$ cat config.mk
export PLATFORM = sky130hd
export DESIGN_NAME = gfx_fb_writer
export DESIGN_NICKNAME = d
export VERILOG_FILES = /design/src/rtl/gfx_fb_writer.sv
export SDC_FILE = /design/constraint.sdc
export NUM_CORES = 1
export LEC_CHECK = 0
export BUFFER_PORTS_ARGS = -buffer_cell sky130_fd_sc_hd__buf_2
export CAP_MARGIN = 20
export CORE_ASPECT_RATIO = 2
export CORE_MARGIN = 3
export CORE_UTILIZATION = 31
export DETAILED_ROUTE_END_ITERATION = 12
export HOLD_SLACK_MARGIN = 0.02
export PLACE_DENSITY = 0.52
export SLEW_MARGIN = 20
export SYNTH_ARGS = -nofsm -noshare
export SYNTH_HDL_FRONTEND = slang
export SYNTH_SLANG_ARGS = --single-unit
$ cat constraint.sdc
create_clock -name clk -period 5.54 [get_ports clk]
set_input_delay 1.108 -clock clk [delete_from_list [all_inputs] [get_ports clk]]
set_output_delay 1.108 -clock clk [all_outputs]
set_load 0.1 [all_outputs]
$ cat src/rtl/gfx_fb_writer.sv
// Pixel-stream to framebuffer write adapter: clips (x, y, pixel) beats to the
// visible area and issues linear word writes through a two-stage skid-free pipeline.
module gfx_fb_writer #(
  parameter int H_WIDTH     = 12,
  parameter int V_WIDTH     = 12,
  parameter int PIXEL_WIDTH = 12,
  parameter int ADDR_WIDTH  = 20
) (
  input  logic                   clk,
  input  logic                   rst,
  input  logic                   s_gfx_valid,
  input  logic [H_WIDTH-1:0]     s_gfx_x,
  input  logic [V_WIDTH-1:0]     s_gfx_y,
  input  logic [PIXEL_WIDTH-1:0] s_gfx_pixel,
  output logic                   s_gfx_ready,
  input  logic [H_WIDTH-1:0]     h_visible,
  input  logic [V_WIDTH-1:0]     v_visible,
  output logic                   m_mem_wr_valid,
  output logic [ADDR_WIDTH-1:0]  m_mem_wr_addr,
  output logic [PIXEL_WIDTH-1:0] m_mem_wr_data,
  input  logic                   m_mem_wr_ready,
  output logic [15:0]            clip_count,
  output logic                   idle
);

  localparam int PW = H_WIDTH + V_WIDTH;

  logic                   v1_q, v1_d;
  logic [H_WIDTH-1:0]     x1_q, x1_d;
  logic [V_WIDTH-1:0]     y1_q, y1_d;
  logic [PIXEL_WIDTH-1:0] pix1_q, pix1_d;
  logic [H_WIDTH-1:0]     hv1_q, hv1_d;
  logic                   wr_valid_q, wr_valid_d;
  logic [ADDR_WIDTH-1:0]  wr_addr_q, wr_addr_d;
  logic [PIXEL_WIDTH-1:0] wr_data_q, wr_data_d;
  logic [15:0]            clip_q, clip_d;

  logic          s2_ready;
  logic          s1_ready;
  logic          accept;
  logic          in_bounds;
  logic          load_s1;
  logic          advance;
  logic [PW-1:0] addr_full;

  always_comb begin
    s2_ready  = !wr_valid_q || m_mem_wr_ready;
    s1_ready  = !v1_q || s2_ready;
    accept    = s_gfx_valid && s1_ready;
    in_bounds = (s_gfx_x < h_visible) && (s_gfx_y < v_visible);
    load_s1   = accept && in_bounds;
    advance   = v1_q && s2_ready;
    // Full-width product so truncation only happens at the address port.
    addr_full = PW'(y1_q) * PW'(hv1_q) + PW'(x1_q);
  end

  always_comb begin
    v1_d   = v1_q;
    x1_d   = x1_q;
    y1_d   = y1_q;
    pix1_d = pix1_q;
    hv1_d  = hv1_q;
    if (load_s1) begin
      v1_d   = 1'b1;
      x1_d   = s_gfx_x;
      y1_d   = s_gfx_y;
      pix1_d = s_gfx_pixel;
      hv1_d  = h_visible;
    end else if (s2_ready) begin
      v1_d = 1'b0;
    end
  end

  // Address and data only change on advance, so they stay put during a stall.
  always_comb begin
    wr_valid_d = wr_valid_q;
    wr_addr_d  = wr_addr_q;
    wr_data_d  = wr_data_q;
    if (advance) begin
      wr_valid_d = 1'b1;
      wr_addr_d  = ADDR_WIDTH'(addr_full);
      wr_data_d  = pix1_q;
    end else if (m_mem_wr_ready) begin
      wr_valid_d = 1'b0;
    end
  end

  always_comb begin
    clip_d = clip_q;
    if (accept && !in_bounds && (clip_q != 16'hFFFF)) begin
      clip_d = clip_q + 16'd1;
    end
  end

  always_ff @(posedge clk or posedge rst) begin
    if (rst) begin
      v1_q       <= 1'b0;
      x1_q       <= '0;
      y1_q       <= '0;
      pix1_q     <= '0;
      hv1_q      <= '0;
      wr_valid_q <= 1'b0;
      wr_addr_q  <= '0;
      wr_data_q  <= '0;
      clip_q     <= '0;
    end else begin
      v1_q       <= v1_d;
      x1_q       <= x1_d;
      y1_q       <= y1_d;
      pix1_q     <= pix1_d;
      hv1_q      <= hv1_d;
      wr_valid_q <= wr_valid_d;
      wr_addr_q  <= wr_addr_d;
      wr_data_q  <= wr_data_d;
      clip_q     <= clip_d;
    end
  end

  assign s_gfx_ready    = s1_ready;
  assign m_mem_wr_valid = wr_valid_q;
  assign m_mem_wr_addr  = wr_addr_q;
  assign m_mem_wr_data  = wr_data_q;
  assign clip_count     = clip_q;
  assign idle           = !v1_q && !wr_valid_q;

endmodule

==> results of run 1 <==
-- registers in the layout (all words and copies together), names as in the netlist --
| signal | flops |
|---|---|
| m_mem_wr_data | 12 |
| x1_q | 12 |
| v1_q | 1 |
| clip_count | 16 |
| pix1_q | 12 |
| m_mem_wr_valid | 1 |
| hv1_q | 12 |
| y1_q | 12 |
| m_mem_wr_addr | 20 |
-- final timing paths --
kind / startpoint / to / slack [ns] / depth (start not counted)
hold reg to reg: m_mem_wr_addr[8]$_DFFE_PP0P_ / m_mem_wr_addr[8]$_DFFE_PP0P_ / 0.48 / 2
min in group asynchronous: rst / pix1_q[4]$_DFFE_PP0P_ / 0.90 / 2
setup / recovery: y1_q[5]$_DFFE_PP0P_ / m_mem_wr_addr[19]$_DFFE_PP0P_ / 0.27 / 20
setup reg to reg: y1_q[5]$_DFFE_PP0P_ / m_mem_wr_addr[19]$_DFFE_PP0P_ / 0.27 / 20
max in group asynchronous: rst / hv1_q[2]$_DFFE_PP0P_ / 3.59 / 3
hold / removal: m_mem_wr_addr[8]$_DFFE_PP0P_ / m_mem_wr_addr[8]$_DFFE_PP0P_ / 0.48 / 2
-- kinds of logic after synthesis --
kind of cell	count (synthesis)
muxes	59
and+or+nand+nor	230
buffers and inverters	223
adders and majority gates	181
DFF	98
xor gates and xnor gates	35
AOI/OAI and AO/OA	78
-- routing by layer --
metal	global-route usage	vias to the layer above	wire [um]
li1	-	3044	-
met1	0.156	3121	8100
met2	0.296	119	12700
met3	0.0249	39	642
met4	0.0578	0	735
met5	0	-	0
-- per-stage QoR --
step	hold WS, ns	area, sq um
after floorplan	0.454	9010
after global placement	0.460	10000
after detailed placement	0.467	10000
after CTS	0.485	10300
after global routing	0.497	10400
final	0.475	10400
-- tightest hold or removal path: cells and delay by family (launching register included) --
family / cells / cell delay (ns)
AOI/OAI and AO/OA: 1 / 0.05
DFF: 1 / 0.34
and+or+nand+nor: 1 / 0.04
-- cell usage in the layout, fill, tap and decap left out, drive strengths merged, types with 2 or more instances in the layout --
master    n
dfrtp    98
o22ai     2
o31ai     3
xor2     16
o211ai    2
a21oi    16
inv     191
o21ai    28
and3      2
ha       75
nor2b     3
nor2     19
a21o      6
nand4     3
nor3     15
a211oi    3
fa      106
nand3    10
nor4      2
clkbuf    9
o21a      5
o31a      2
and2     70
mux2     58
a31oi     2
buf     144
or2       2
xnor2    19
nand2b    4
nand2    97
o41ai     2
-- cell type report --
type / instances / area share
well taps: 356 / 0.0428
multi-input cells: 583 / 0.550
flip-flops and latches: 98 / 0.236
repair buffers: 144 / 0.0764
inverters: 187 / 0.0676
clock inverters: 6 / 0.00589
clock buffers: 9 / 0.0216
-- timing repair --
item / CTS / global route
resized for setup: 0 / 11
setup buffers: 0 / 6
hold buffers: 0 / 0
setup endpoints to repair: 0 / 5
==> impl_metrics.env, run 1 <==
export IMPL_die_h_um=247
export IMPL_grt_overflow_total=0
export IMPL_htreeDepth=3
export IMPL_crit_path_cell_trace="buf_4 > buf_4 > and2_1 > fa_1 > inv_1 > fa_1 > inv_1 > fa_1 > fa_1 > inv_1 > fa_1 > inv_1 > ha_1 > nand2_1 > a21oi_1 > o41ai_4 > a31oi_4 > a22o_1 > nor2_1 > o311ai_1"
export IMPL_outcome="finished, final reports clean"
export IMPL_drv_cap=0
export IMPL_cts_tree="done"
export IMPL_finalSetupTns_ns=0
export IMPL_die_x_um=127
export IMPL_path_class="register to register"
export IMPL_period_needed_ns=5.27
export IMPL_antenna_found_initial=0
export IMPL_ys_warn_count=0
export IMPL_cp_required_ns=5.81
export IMPL_synth_top_cell_area_share=0.272
export IMPL_grt_pass1_vias=7048
export IMPL_setup_viol=0
export IMPL_synthXorXnorAreaFrac=0.0340
export IMPL_wl_per_cell_um=16.1
export IMPL_fin_util=0.367
export IMPL_fin_ws_ns=0.274
export IMPL_worst_pin_slew_ns=0.820
export IMPL_critical_path_top_delay_family="adder cells"
export IMPL_start_kind="register"
export IMPL_grt_pass1_wl_um=36900
export IMPL_synthCells=904
export IMPL_clock_skew_ns=0.0108
export IMPL_synth_area_sq_um=9010
export IMPL_critPathMaxStageDelay_ns=0.54
export IMPL_rows=87
export IMPL_cp_max_fo=6
export IMPL_place_gp_congestion=0.854
export IMPL_critical_path_most_common_cell="fa_1"
export IMPL_fin_nets=1268
export IMPL_yosys_area_top_type="dfrtp_1"
export IMPL_drc_errors=0
export IMPL_grt_max_degree=64
export IMPL_crit_path_end_kind="register"
export IMPL_fin_cells=1383
export IMPL_cpMaxStageDelayCell="fa_1"
export IMPL_clk_latency_ns=0.37
export IMPL_io_buffers=114
export IMPL_placed_cells=1362
export IMPL_multi_input_area_sq_um=5730
export IMPL_num_vias=6323
export IMPL_die_area_sq_um=31300
export IMPL_cts_root_buf="clkbuf_16"
export IMPL_first_pass_iters=4
export IMPL_synth_distinct_cells=52
export IMPL_place_ws_ns=0.106
export IMPL_coreArea_sq_um=28400
export IMPL_dominantRegCellSynth="dfrtp_1"
export IMPL_yosys_top_cells_count="187 x inv_1, 106 x fa_1, 98 x dfrtp_1, 97 x nand2_1, 75 x ha_1"
export IMPL_synth_area_per_cell_sq_um=9.97
export IMPL_cp_arrival_ns=5.53
export IMPL_yosys_area_share_simple=0.126
export IMPL_fmax_mhz=190
export IMPL_routed_wl_um=22200
export IMPL_max_slew_margin=0.453
export IMPL_min_period_over_period=0.951
export IMPL_maxSlewViolCount=0
export IMPL_register_area_sq_um=2460
export IMPL_hold_viol=0
export IMPL_dp_hpwl_um=18600
export IMPL_first_iter_violations=154
export IMPL_area_growth_synth_to_final_pct=15.6
export IMPL_rsz0062_at_grt="no"
export IMPL_ys_top_cells_by_area="dfrtp_1 27%, fa_1 24%, ha_1 10%"
export IMPL_cts_buffers=9
export IMPL_ys_async_sr_fraction=1.00
export IMPL_synth_top_family_by_area="adder cells"
export IMPL_synth_edff_count=0
export IMPL_initial_core_util=0.317
export IMPL_synth_nets=1149
export IMPL_fill_cells=2897
export IMPL_io_pins=115
export IMPL_antenna_cells=0
export IMPL_synth_seq_area_share=0.272
export IMPL_synth_compound_area_frac=0.0573
export IMPL_grtUsageTotal=0.151
export IMPL_synth_seq_cells=98
export IMPL_clkTransAtPathRegs_ns=0.08
export IMPL_clockBufferDepth=2
export IMPL_viasPerCell=4.57
export IMPL_synthAdderAreaFrac=0.339
export IMPL_synthMuxAreaShare=0.0736
export IMPL_clock_sinks=98
export IMPL_ant_nets=0
export IMPL_drive_gt1_frac=0.206
export IMPL_cp_num_buf_inv=6
export IMPL_yosys_cell_count_top_type="inv_1"
export IMPL_worst_hold_path_type="register to register"
Power of run 1 is left out: the tool's default activity adds up to more than one toggle a clock period on the data nets, which glitch-free logic cannot reach.
==> run 2, diff against run 1 <==
--- a/config.mk
+++ b/config.mk
@@ -7,12 +7,14 @@
 export LEC_CHECK = 0
 export BUFFER_PORTS_ARGS = -buffer_cell sky130_fd_sc_hd__buf_2
 export CAP_MARGIN = 20
+export CELL_PAD_IN_SITES_DETAIL_PLACEMENT = 0
+export CELL_PAD_IN_SITES_GLOBAL_PLACEMENT = 2
 export CORE_ASPECT_RATIO = 2
 export CORE_MARGIN = 3
 export CORE_UTILIZATION = 31
 export DETAILED_ROUTE_END_ITERATION = 12
 export HOLD_SLACK_MARGIN = 0.02
-export PLACE_DENSITY = 0.52
+export PLACE_DENSITY = 0.73
 export SLEW_MARGIN = 20
 export SYNTH_ARGS = -nofsm -noshare
 export SYNTH_HDL_FRONTEND = slang
==> run 2 against run 1 <==
Net effect: global-route usage increased by 0.49 points; wire length is 1.8% higher; design area up 0.37%; non-clock buffer count up 3; highest routed layer unchanged; worst hold slack barely moved; via count fell by 0.17%; critical path depth down 1.
==> impl_metrics.env, run 2 (same netlist as run 1, synthesis figures left out) <==
export IMPL_die_area_sq_um=31300
export IMPL_rsz0062_at_grt="yes"
export IMPL_area_growth_synth_to_final_pct=16.0
export IMPL_fin_util=0.368
export IMPL_io_buffers=114
export IMPL_min_period_over_period=0.958
export IMPL_period_needed_ns=5.31
export IMPL_rows=87
export IMPL_fill_cells=2890
export IMPL_drv_cap=0
export IMPL_grt_overflow_total=0
export IMPL_die_h_um=247
export IMPL_hold_viol=0
export IMPL_routed_wl_um=22600
export IMPL_rr_endpoint="m_mem_wr_addr[19]$_DFFE_PP0P_"
export IMPL_fin_ws_ns=0.233
export IMPL_cts_root_buf="clkbuf_16"
export IMPL_grt_max_degree=61
export IMPL_min_from="m_mem_wr_addr[12]$_DFFE_PP0P_"
export IMPL_crit_path_end_kind="register"
export IMPL_cts_buffers=9
export IMPL_grtUsageTotal=0.156
export IMPL_final_cell_mix="186 x inv_1, 114 x buf_2, 106 x fa_1"
export IMPL_ant_nets=0
export IMPL_io_pins=115
export IMPL_start_kind="register"
export IMPL_wl_per_cell_um=16.3
export IMPL_num_vias=6312
export IMPL_cts_tree="done"
export IMPL_fmax_mhz=188
export IMPL_place_gp_congestion=0.810
export IMPL_drive_gt1_frac=0.205
export IMPL_die_x_um=127
export IMPL_path_class="register to register"
export IMPL_outcome="finished, final reports clean"
export IMPL_coreArea_sq_um=28400
export IMPL_clock_skew_ns=0.00889
export IMPL_grt_pass1_vias=7159
export IMPL_place_ws_ns=0.125
export IMPL_cp_max_fo=5
export IMPL_r2r_start="hv1_q[2]$_DFFE_PP0P_"
export IMPL_hold_end="m_mem_wr_addr[12]$_DFFE_PP0P_"
export IMPL_hold_depth=2
export IMPL_reg2regPathDepth=19
export IMPL_fin_nets=1271
export IMPL_antenna_found_initial=0
export IMPL_layout_commonest_cell="inv_1"
export IMPL_clk_latency_ns=0.37
export IMPL_first_iter_violations=258
export IMPL_worst_hold_path_type="register to register"
export IMPL_setup_viol=0
export IMPL_postPlaceCellArea_sq_um=10100
export IMPL_first_pass_iters=4
export IMPL_reg2reg_setup_slack_ns=0.23
export IMPL_viasPerCell=4.55
export IMPL_cp_arrival_ns=5.57
export IMPL_max_slew_margin=0.471
export IMPL_worst_pin_slew_ns=0.794
export IMPL_clkTransAtPathRegs_ns=0.08
export IMPL_clock_sinks=98
export IMPL_initial_core_util=0.317
export IMPL_dp_hpwl_um=19200
export IMPL_htreeDepth=3
export IMPL_antenna_cells=0
export IMPL_largest_register_ffs=20
export IMPL_maxSlewViolCount=0
export IMPL_drc_errors=0
export IMPL_cp_required_ns=5.81
export IMPL_grt_pass1_wl_um=37900
export IMPL_clockBufferDepth=2
export IMPL_final_area_sq_um=10500
[run 2: how the worst max path moves through the flow]
stage / from / end / slack (ns)
finish: hv1_q[2]$_DFFE_PP0P_ / m_mem_wr_addr[19]$_DFFE_PP0P_ / 0.23
global route: hv1_q[2]$_DFFE_PP0P_ / m_mem_wr_addr[19]$_DFFE_PP0P_ / -0.06
CTS: hv1_q[2]$_DFFE_PP0P_ / m_mem_wr_addr[19]$_DFFE_PP0P_ / 0.1
detailed placement: hv1_q[2]$_DFFE_PP0P_ / m_mem_wr_addr[19]$_DFFE_PP0P_ / 0.13
global placement: hv1_q[2]$_DFFE_PP0P_ / m_mem_wr_addr[19]$_DFFE_PP0P_ / 0.19
floorplan: hv1_q[2]$_DFFE_PP0P_ / m_mem_wr_addr[18]$_DFFE_PP0P_ / 0.45
[run 2: area by class of cell]
| class | instances | area [sq um] | area share |
|---|---|---|---|
| multi-input cells | 583 | 5700 | 0.545 |
| clock buffers | 9 | 225 | 0.0215 |
| clock inverters | 7 | 108 | 0.0103 |
| repair buffers | 147 | 818 | 0.0783 |
| well taps | 356 | 445 | 0.0426 |
| inverters | 187 | 704 | 0.0674 |
| flip-flops and latches | 98 | 2450 | 0.235 |
[run 2: timing repair]
action	4_1_cts	5_1_grt
setup endpoints to repair	0	3
hold buffers	0	0
setup buffers	0	1
endpoints found under the hold margin	0	0
gates resized for setup	0	4
[run 2: worst max-delay path, stage by stage (launching register included)]
cell      delay [ns]
dfrtp_2         0.46
buf_4           0.17
and2_1          0.17
fa_1            0.54
inv_1           0.05
fa_1            0.52
inv_1           0.06
fa_1            0.46
fa_1            0.49
inv_1           0.05
fa_1            0.52
inv_1           0.04
ha_1            0.34
o211ai_1        0.17
a21oi_1         0.21
o41ai_2         0.13
a31oi_2         0.27
a22o_1          0.22
nor2_2          0.05
o311ai_1        0.28
[run 2: layer usage]
metal  vias to the layer above  global-route usage  share of wire
met1                      3139               0.162           0.37
met4                         0              0.0483          0.021
met5                         -                   0              0
li1                       3050                   -              -
met3                        22              0.0184          0.027
met2                       101               0.315           0.58
[run 2: stage by stage]
step | TNS, ns | hold slack (ns) | std cells
after floorplan | 0 | 0.454 | 904
after global placement | 0 | 0.461 | 1370
after detailed placement | 0 | 0.465 | 1370
after CTS | 0 | 0.484 | 1386
after global routing | -0.0588 | 0.497 | 1387
final | 0 | 0.475 | 1387
Power of run 2 is left out for the same reason.
